===== config.mk =====
export PLATFORM = sky130hd
export DESIGN_NAME = design_07
export DESIGN_NICKNAME = d
export VERILOG_FILES = /design/src/rtl/design_07.sv
export SDC_FILE = /design/constraint.sdc
export NUM_CORES = 1
export LEC_CHECK = 0
export ABC_AREA = 1
export BUFFER_PORTS_ARGS = -buffer_cell sky130_fd_sc_hd__buf_2
export CAP_MARGIN = 20
export CORE_MARGIN = 3
export CORE_UTILIZATION = 53
export CTS_CLUSTER_SIZE = 40
export DETAILED_ROUTE_END_ITERATION = 10
export PLACE_DENSITY = 0.85
export RECOVER_POWER = 25
export SYNTH_ARGS = -nofsm -noshare
export SYNTH_HDL_FRONTEND = slang
export SYNTH_SLANG_ARGS = --single-unit

===== constraint.sdc =====
create_clock -name clk -period 1.1 [get_ports clk]
set_input_delay 0.11 -clock clk [delete_from_list [all_inputs] [get_ports clk]]
set_output_delay 0.11 -clock clk [all_outputs]
set_load 0.02 [all_outputs]

===== src/rtl/design_07.sv =====
// Registered W-bit adder: captures a+b (mod 2^W) on start.
// Latency: y/valid one cycle after the start edge; valid is a per-start strobe.
// Backpressure: none; each result is presented for exactly one cycle.
module design_07 #(
  parameter int W = 12
) (
  input  logic         clk,
  input  logic         rst_n,
  input  logic         start,
  input  logic [W-1:0] a,
  input  logic [W-1:0] b,
  output logic [W-1:0] y,
  output logic         valid
);

  typedef enum logic {
    IDLE = 1'b0,
    DONE = 1'b1
  } state_t;

  state_t       state;
  state_t       state_nxt;
  logic         load;
  logic [W-1:0] sum;

  // Carry-out is intentionally dropped: result is modulo 2^W.
  assign sum = a + b;

  always_ff @(posedge clk or negedge rst_n) begin
    if (!rst_n) begin
      state <= IDLE;
    end else begin
      state <= state_nxt;
    end
  end

  always_comb begin
    state_nxt = state;
    load      = 1'b0;
    case (state)
      IDLE: begin
        if (start) begin
          load      = 1'b1;
          state_nxt = DONE;
        end
      end
      DONE: begin
        if (start) begin
          load = 1'b1;
        end else begin
          state_nxt = IDLE;
        end
      end
      default: state_nxt = IDLE;
    endcase
  end

  // y holds its last sum until the next start, including across idle periods.
  always_ff @(posedge clk or negedge rst_n) begin
    if (!rst_n) begin
      y <= '0;
    end else if (load) begin
      y <= sum;
    end
  end

  assign valid = (state == DONE);

endmodule


==> results.md, run 1 <==
* Worst r2r src: y[4]$_DFFE_PN0P_
* Crit-path max FO at 2
* Initial Util at 0.598
* FF/Latch Area at 325 um2
* Core Box Area at 1840 um2
* GP Congestion at 0.961
* Crit path capture type: register
* Distinct cells, synth at 21
* Port bufs at 39
* Critical Path End: y[4]$_DFFE_PN0P_
* Setup TNS at -0.00124 ns
* Delay of the slowest critical-path stage at 0.37 ns
* Die area at 2660 um2
* Final HPWL from detailed placement at 2450 um
* Critical path class: input port to register
* Max Cap Viol at 0
* Synthesized cell area at 1100 um2
* Num rows at 15
* Finished Layout Cells at 246
* Met1 usage at 0.251
* Die Wd at 51.6 um
* Largest net degree at the start of global routing at 15
* Pre-CTS WS at -0.308 ns
* Power Density at 1070 nW/um2
* Initial antenna violation count at 0
* Inserted Diodes at 0
* 1st-iter DRT viols at 99
* Failing checks: setup timing
* Worst setup SP type: input port
* Max clock buf depth at 2
* YS warnings at 0
* Syn Inst Count at 166
* Setup WS post-layout at -0.00124 ns
* CP required at 1.26 ns
* Critical path startpoint: b[0]
* Commonest non-fill, non-tap cells in the layout: 64 x nand2_1, 37 x buf_2, 23 x inv_1
* Worst slew pin tran at 0.682 ns
* # setup viols final at 1
* Share of layout cells above drive strength 1 at 0.344
* DRT Pass-1 Iters at 8
* Worst reg-to-reg setup slack at 0.42 ns
* Die height at 51.6 um
* First-pass GRT wire length at 4970 um
* Placed cell count at 241
* Top Ports at 40
* Clk Latency, worst-skew pair at 0.28 ns
* Net count after synthesis at 205
* Avg Inst Size Synth at 6.63 um2
* Final worst path period need at 1.10 ns
* DRC at 0
* Leakage dissipation at 0.000891 uW
* Hold Startpoint: start
* Busiest grt layer: met2
* TritonCTS clock tree: built
* Area grow syn2layout at 45.4%
* Worst Reg-to-Reg Cells at 2
* Congestion Overflow GR at 0
* Slowest-stage cell, CP: fa_2
* Via/cell ratio at 5.52
* Top cell by count, worst path: nand2_4
* TritonCTS Buffers at 3
* Final hold slack at 0.140 ns
* Post-synthesis sequential area ratio at 0.296
* Ratio of final minimum period to clock period at 1.00
* NumNets Final at 261
* Slew margin rel. at 0.545
* Worst-path clk slew at 0.08 ns
* CP arrival at 1.26 ns
* Fin. max-slew vios at 0
* Met2 GRT Util at 0.477
* CTS Root Cell: clkbuf_4
* Hold Path Class: input port to register
* Yosys reg bits at 13
* Fmax at 908 MHz
* Multi-input gate area at 822 um2
* Vias in the first global route at 1247
* Critical-path cell list: buf_2 -> ha_4 -> fa_2 -> nand2_4 -> nand3_4 -> nand2_4 -> xor2_1 -> o21ai_1
* Final hold vios at 0
* Max VDD drop at 0.971 mV
* Total GRT Usage at 0.255
* Met3 Track Usage GR at 0.0487
* WL final at 3550 um
* Vias at 1357
* CTS H-tree lvls at 1
* Commonest non-fill, non-tap cell in the layout: nand2_1
* Outcome: finished with violations
* Clock Skews at 0 ns
* Crit Reg-Reg Endpoint: y[4]$_DFFE_PN0P_
* Post-CTS Setup Repair Bufs at 0
* Wirelength per Cell at 14.4 um
* Antenna Violating Nets Remaining at 0
* Fillers at 109
* Clk sinks at 13
==> per-layer routing <==
metal  part of all wire  routed length (um)
met5                  0                   0
met4              0.073                 259
met3              0.087                 307
met2               0.48                1720
met1               0.36                1260
==> cells in the mapped netlist, drive strengths merged <==
library cell	number	area, um2
nand2	69	262
inv	23	86.3
nand3	14	80.1
dfrtp	13	325
ha	11	138
nor2	11	43.8
o21ai	8	43.8
a21oi	5	25.0
nand4	4	25.0
xor2	2	17.5
a31oi	1	6.26
buf	1	7.51
clkbuf	1	3.75
fa	1	20.0
nand3b	1	7.51
xnor2	1	8.76
==> how the worst min path moves through the flow <==
stage / cells past startpoint / slack, ns / to
2_1_floorplan: 0 / -0.19 / valid$_DFF_PN0_
3_3_place_gp: 1 / 0.0006 / valid$_DFF_PN0_
3_5_place_dp: 1 / 0.01 / y[1]$_DFFE_PN0P_
4_1_cts: 2 / 0.13 / valid$_DFF_PN0_
5_1_grt: 2 / 0.15 / valid$_DFF_PN0_
6_report: 2 / 0.14 / valid$_DFF_PN0_
==> final cells by class <==
class,count,area share
Sequential cell,13,0.203
Multi-Input combinational cell,128,0.514
Tap cell,25,0.0196
Timing Repair Buffer,53,0.192
Clock buffer,4,0.0164
Inverter,23,0.0540
==> through the flow <==
step | power [uW] | cell area [um2] | util
after floorplan | 1030 | 1120 | -
after global placement | 1280 | 1430 | 0.780
after detailed placement | 1300 | 1430 | 0.780
after CTS | 1610 | 1470 | 0.799
after global routing | 1820 | 1600 | 0.869
final | 1710 | 1600 | 0.869
==> registers in the layout, summed over array words and instances, names as in the netlist <==
register,cells
valid,1
y,12
==> kinds of logic (layout without fill, tap and decap cells) <==
kind of cell / count (synthesis) / count (layout) / synth area share
compound gates: 14 / 14 / 0.0683
xor+xnor: 3 / 3 / 0.0239
fa+ha+maj: 12 / 12 / 0.143
buf+inv: 25 / 80 / 0.0887
flops: 13 / 13 / 0.296
simple gates: 99 / 99 / 0.380
==> critical path, delay by kind of cell <==
| kind | cells | cell delay (ns) |
|---|---|---|
| buffers and inverters | 1 | 0.11 |
| AOI/OAI and AO/OA | 1 | 0.09 |
| adders and majority gates | 2 | 0.53 |
| and+or+nand+nor | 3 | 0.27 |
| xor gates and xnor gates | 1 | 0.16 |
==> power breakdown <==
part	leakage, uW	internal, uW	switching, uW
logic	0.000720	340	487
clock network	0.0000150	141	161
registers	0.000156	551	32.9
total	0.000891	1030	681
==> repair_timing <==
| action | 4_1_cts | 5_1_grt |
|---|---|---|
| hold endpoints to repair | 13 | 0 |
| gates resized for setup | 0 | 19 |
| hold buffers | 1 | 0 |
| setup endpoints to repair | 0 | 7 |
Note: power is estimated with default switching activity, not from simulation.
==> run 2, diff against run 1 <==
--- a/config.mk
+++ b/config.mk
@@ -6,13 +6,13 @@
 export NUM_CORES = 1
 export LEC_CHECK = 0
 export ABC_AREA = 1
-export BUFFER_PORTS_ARGS = -buffer_cell sky130_fd_sc_hd__buf_2
 export CAP_MARGIN = 20
 export CORE_MARGIN = 3
-export CORE_UTILIZATION = 53
+export CORE_UTILIZATION = 65
 export CTS_CLUSTER_SIZE = 40
 export DETAILED_ROUTE_END_ITERATION = 10
-export PLACE_DENSITY = 0.85
+export DONT_BUFFER_PORTS = 1
+export PLACE_DENSITY = 0.81
 export RECOVER_POWER = 25
 export SYNTH_ARGS = -nofsm -noshare
 export SYNTH_HDL_FRONTEND = slang
==> results.md, run 2 (synthesized netlist as in run 1, its figures left out) <==
* Num rows at 14
* Critical path class: input port to register
* Initial Util at 0.713
* Area after DPL at 1200 um2
* Vias in the first global route at 999
* Outcome: completed
* Clk sinks at 13
* Congestion Overflow GR at 0
* CP required at 1.31 ns
* Largest net degree at the start of global routing at 15
* Port bufs at 0
* Setup WS post-layout at 0.121 ns
* Total GRT Usage at 0.242
* Slew margin rel. at 0.626
* Biggest register: y
* Worst-path clk slew at 0.08 ns
* Core Box Area at 1540 um2
* Core Util, Final at 0.813
* Final worst path period need at 0.979 ns
* DRT Pass-1 Iters at 4
* Wirelength per Cell at 12.5 um
* Inserted Diodes at 0
* Max VDD drop at 0.704 mV
* Fillers at 116
* Post-cts repair resize count at 0
* Area grow syn2layout at 13.9%
* Via/cell ratio at 5.62
* GP Congestion at 0.942
* Max Cap Viol at 0
* Fin. max-slew vios at 0
* TritonCTS clock tree: built
* Final HPWL from detailed placement at 2060 um
* Total chip power at 1450 uW
* Clk Latency, worst-skew pair at 0.27 ns
* Worst setup SP type: input port
* CP arrival at 1.19 ns
* Die Wd at 47.1 um
* Commonest non-fill, non-tap cells in the layout: 67 x nand2_1, 23 x inv_1, 13 x dfrtp_1
* Delay of the slowest critical-path stage at 0.78 ns
* TritonCTS Buffers at 3
* Pre-CTS WS at -0.146 ns
* Power Density at 1160 nW/um2
* Slowest-stage cell, CP: dlygate4sd3_1
* Ratio of final minimum period to clock period at 0.890
* Crit-path max FO at 11
* Max clock buf depth at 2
* Share of layout cells above drive strength 1 at 0.128
* Initial antenna violation count at 0
* Fmax at 1020 MHz
* Worst slew pin tran at 0.560 ns
* Top Ports at 40
* Final hold vios at 0
* WL final at 2440 um
* Clock Skews at 0 ns
* Post-CTS Setup Repair Bufs at 0
* Max reg flops at 12
* Crit path capture type: register
* DRC at 0
* NumNets Final at 220
* RSZ-0062 raised after global routing: no
* Design area at 1250 um2
* Leakage dissipation at 0.000716 uW
* # setup viols final at 0
* Die height at 47.1 um
* First-pass GRT wire length at 3860 um
* Number of hold buffers added after cts at 2
* Die area at 2220 um2
* Final hold slack at 0.0515 ns
* Hold Path Class: input port to register
* Critical-path cell list: dlygate4sd3_1 -> o21ai_0 -> o21ai_1
* Antenna Violating Nets Remaining at 0
* Commonest non-fill, non-tap cell in the layout: nand2_1
* Vias at 1102
* CTS H-tree lvls at 1
* CTS Root Cell: clkbuf_4
* 1st-iter DRT viols at 21
run 2: per-stage QoR:
step / setup TNS [ns] / std cells
after floorplan: -0.224 / 166
after global placement: -0.705 / 190
final: 0 / 196
after CTS: 0 / 196
after detailed placement: -0.949 / 190
after global routing: 0 / 196
run 2: layer usage:
metal  vias to the layer above  share of wire  GRT usage
met2                        52           0.46      0.431
met3                         7          0.084     0.0192
met4                         0          0.023     0.0994
met1                       485           0.43      0.297
li1                        558              -          -
met5                         -              0          0
run 2: power breakdown:
| part | total (uW) | internal, uW | switching [uW] |
|---|---|---|---|
| registers | 694 | 551 | 143 |
| clock network | 290 | 135 | 155 |
| logic | 470 | 199 | 271 |
| total | 1450 | 885 | 570 |
run 2: path summary, 6_finish.rpt:
check                                       from          endpoint  slack (ns)  depth (start not counted)
worst min register to register  y[0]$_DFFE_PN0P_  y[0]$_DFFE_PN0P_        0.62                          2
worst max-delay path                       start  y[5]$_DFFE_PN0P_        0.12                          3
worst min-delay path                        b[0]  y[0]$_DFFE_PN0P_        0.05                          3
worst max register to register  y[3]$_DFFE_PN0P_  y[3]$_DFFE_PN0P_        0.31                          2
max in group asynchronous                  rst_n  y[2]$_DFFE_PN0P_        0.48                          1
min in group asynchronous                  rst_n  y[0]$_DFFE_PN0P_        0.26                          1
run 2: critical path, delay by kind of cell:
kind | cells | cell delay (ns)
buf+inv | 1 | 0.78
compound gates | 2 | 0.29
run 2: layout make-up:
type,count,area [um2],area share
Multi-Input combinational cell,128,698,0.557
Sequential cell,13,325,0.260
Timing Repair Buffer,12,95.1,0.0759
Inverter,23,86.3,0.0689
Clock buffer,3,22.5,0.0180
Tap cell,16,20.0,0.0160
Clock inverter,1,5.00,0.00400
==> run 3, diff against run 2 <==
--- a/config.mk
+++ b/config.mk
@@ -8,12 +8,13 @@
 export ABC_AREA = 1
 export CAP_MARGIN = 20
 export CORE_MARGIN = 3
-export CORE_UTILIZATION = 65
+export CORE_UTILIZATION = 50
 export CTS_CLUSTER_SIZE = 40
 export DETAILED_ROUTE_END_ITERATION = 10
 export DONT_BUFFER_PORTS = 1
-export PLACE_DENSITY = 0.81
+export PLACE_DENSITY = 0.65
 export RECOVER_POWER = 25
+export SLEW_MARGIN = 30
 export SYNTH_ARGS = -nofsm -noshare
 export SYNTH_HDL_FRONTEND = slang
 export SYNTH_SLANG_ARGS = --single-unit
==> constraint.sdc (replaced) <==
create_clock -name clk -period 1.1 [get_ports clk]
set_input_delay 0.11 -clock clk [delete_from_list [all_inputs] [get_ports clk]]
set_output_delay 0.11 -clock clk [all_outputs]
set_load 0.005 [all_outputs]
==> results.md, run 3 (synthesized netlist as in run 1, its figures left out) <==
* Final hold vios at 1
* Clk Latency, worst-skew pair at 0.26 ns
* Vias at 1055
* Inserted Diodes at 0
* Initial Util at 0.544
* NumNets Final at 222
* Antenna Violating Nets Remaining at 0
* DRT Pass-1 Iters at 4
* Post-CTS Setup Repair Bufs at 0
* Worst r2r src: y[3]$_DFFE_PN0P_
* Pre-CTS WS at -0.188 ns
* Leakage dissipation at 0.000724 uW
* Area grow syn2layout at 19.0%
* CP required at 1.26 ns
* Die area at 2800 um2
* Crit path capture type: register
* Final HPWL from detailed placement at 2140 um
* Num rows at 16
* Worst-path clk slew at 0.07 ns
* Die Wd at 52.9 um
* Hold depth at 2
* Congestion Overflow GR at 0
* Core Box Area at 2020 um2
* Clk sinks at 13
* Top Ports at 40
* Max VDD drop at 0.638 mV
* Biggest register: y
* Failing checks: hold timing
* Share of layout cells above drive strength 1 at 0.148
* First-pass GRT wire length at 4290 um
* Total GRT Usage at 0.204
* Hold Path End: y[9]$_DFFE_PN0P_
* Power Density at 1050 nW/um2
* Max Cap Viol at 0
* Port bufs at 0
* Worst reg-to-reg setup slack at 0.41 ns
* GP Congestion at 0.812
* Max clock buf depth at 2
* Final hold slack at -0.000873 ns
* Setup WS post-layout at 0.101 ns
* Largest net degree at the start of global routing at 15
* Crit-path max FO at 4
* # setup viols final at 0
* Worst Reg-to-Reg Cells at 2
* TritonCTS Buffers at 3
* Critical path class: input port to register
* Design area at 1310 um2
* Commonest non-fill, non-tap cells in the layout: 67 x nand2_1, 23 x inv_1, 13 x dfrtp_1
* Ratio of final minimum period to clock period at 0.908
* 1st-iter DRT viols at 19
* Slew margin rel. at 0.631
* Crit Reg-Reg Endpoint: y[3]$_DFFE_PN0P_
* Die height at 52.9 um
* Max reg flops at 12
* CP arrival at 1.16 ns
* DRC at 0
* Commonest non-fill, non-tap cell in the layout: nand2_1
* Vias in the first global route at 1029
* Initial antenna violation count at 0
* TritonCTS clock tree: built
* Fin. max-slew vios at 0
* Finished Layout Cells at 209
* Area after DPL at 1230 um2
* CTS H-tree lvls at 1
* Clock Skews at 0 ns
* Worst slew pin tran at 0.551 ns
* Outcome: finished with violations
* Placed cell count at 203
* Hold Path Class: input port to register
* Worst setup SP type: input port
* Fmax at 1000 MHz
* Hold Startpoint: start
* Fillers at 197
* Via/cell ratio at 5.05
* Final worst path period need at 0.999 ns
* WL final at 2560 um
* Wirelength per Cell at 12.3 um
* Total chip power at 1370 uW
* CTS Root Cell: clkbuf_4
* RSZ-0062 raised after global routing: no
-- run 3: changes by cell type in the layout (fill, tap and decap cells not counted), sizes merged --
cell / change
buf: +2
clkbuf: +1
clkinv: -1
-- run 3: repair_timing --
item,4_1_cts,5_1_grt
hold buffers,2,0
endpoints found under the setup margin,0,2
gates resized for setup,0,3
endpoints found under the hold margin,21,0
-- run 3: critical path, stage by stage --
cell and delay, ns:
ha_1 0.32, nand2_1 0.09, nor2_1 0.18, nand3_1 0.15, nand3_1 0.11, nand2_1 0.06, nand3_1 0.08, nand2_1 0.05
-- run 3: layout make-up --
cell class                 count  area [um2]  share of cell area
sequential                    13         325               0.249
tap                           27        33.8              0.0258
clock buffer                   4        26.3              0.0201
timing repair buffer          14         110              0.0841
multi-input combinational    128         727               0.555
inverter                      23        86.3              0.0660
-- run 3: power breakdown --
part / switching (uW) / internal, uW / leakage (uW)
Clock: 131 / 140 / 0.0000150
Sequential: 57.9 / 552 / 0.000156
Combinational: 272 / 220 / 0.000553
-- run 3: metrics by stage --
step | hold WS [ns] | TNS (ns) | util
after floorplan | -0.186 | -0.224 | -
after global placement | -0.185 | -0.854 | 0.610
after detailed placement | -0.185 | -1.13 | 0.610
after CTS | 0.000943 | 0 | 0.633
after global routing | 0.00984 | 0 | 0.647
final | -0.000873 | 0 | 0.647
-- run 3: worst max path at each step --
stage / startpoint / to / slack (ns) / depth (start not counted)
3_3_place_gp: a[6] / y[8]$_DFFE_PN0P_ / -0.18 / 9
2_1_floorplan: a[0] / y[4]$_DFFE_PN0P_ / -0.08 / 7
5_1_grt: a[5] / y[10]$_DFFE_PN0P_ / 0.02 / 9
6_report: a[8] / y[10]$_DFFE_PN0P_ / 0.10 / 8
3_5_place_dp: a[0] / y[6]$_DFFE_PN0P_ / -0.19 / 9
4_1_cts: a[0] / y[6]$_DFFE_PN0P_ / 0.07 / 9
-- run 3: metal layers --
layer,up-vias,routed length [um],share of wire,track usage
met4,0,32,0.012,0.0809
met5,-,0,0,0
li1,561,-,-,-
met2,40,1190,0.47,0.353
met1,450,1210,0.47,0.266
met3,4,125,0.049,0.00845
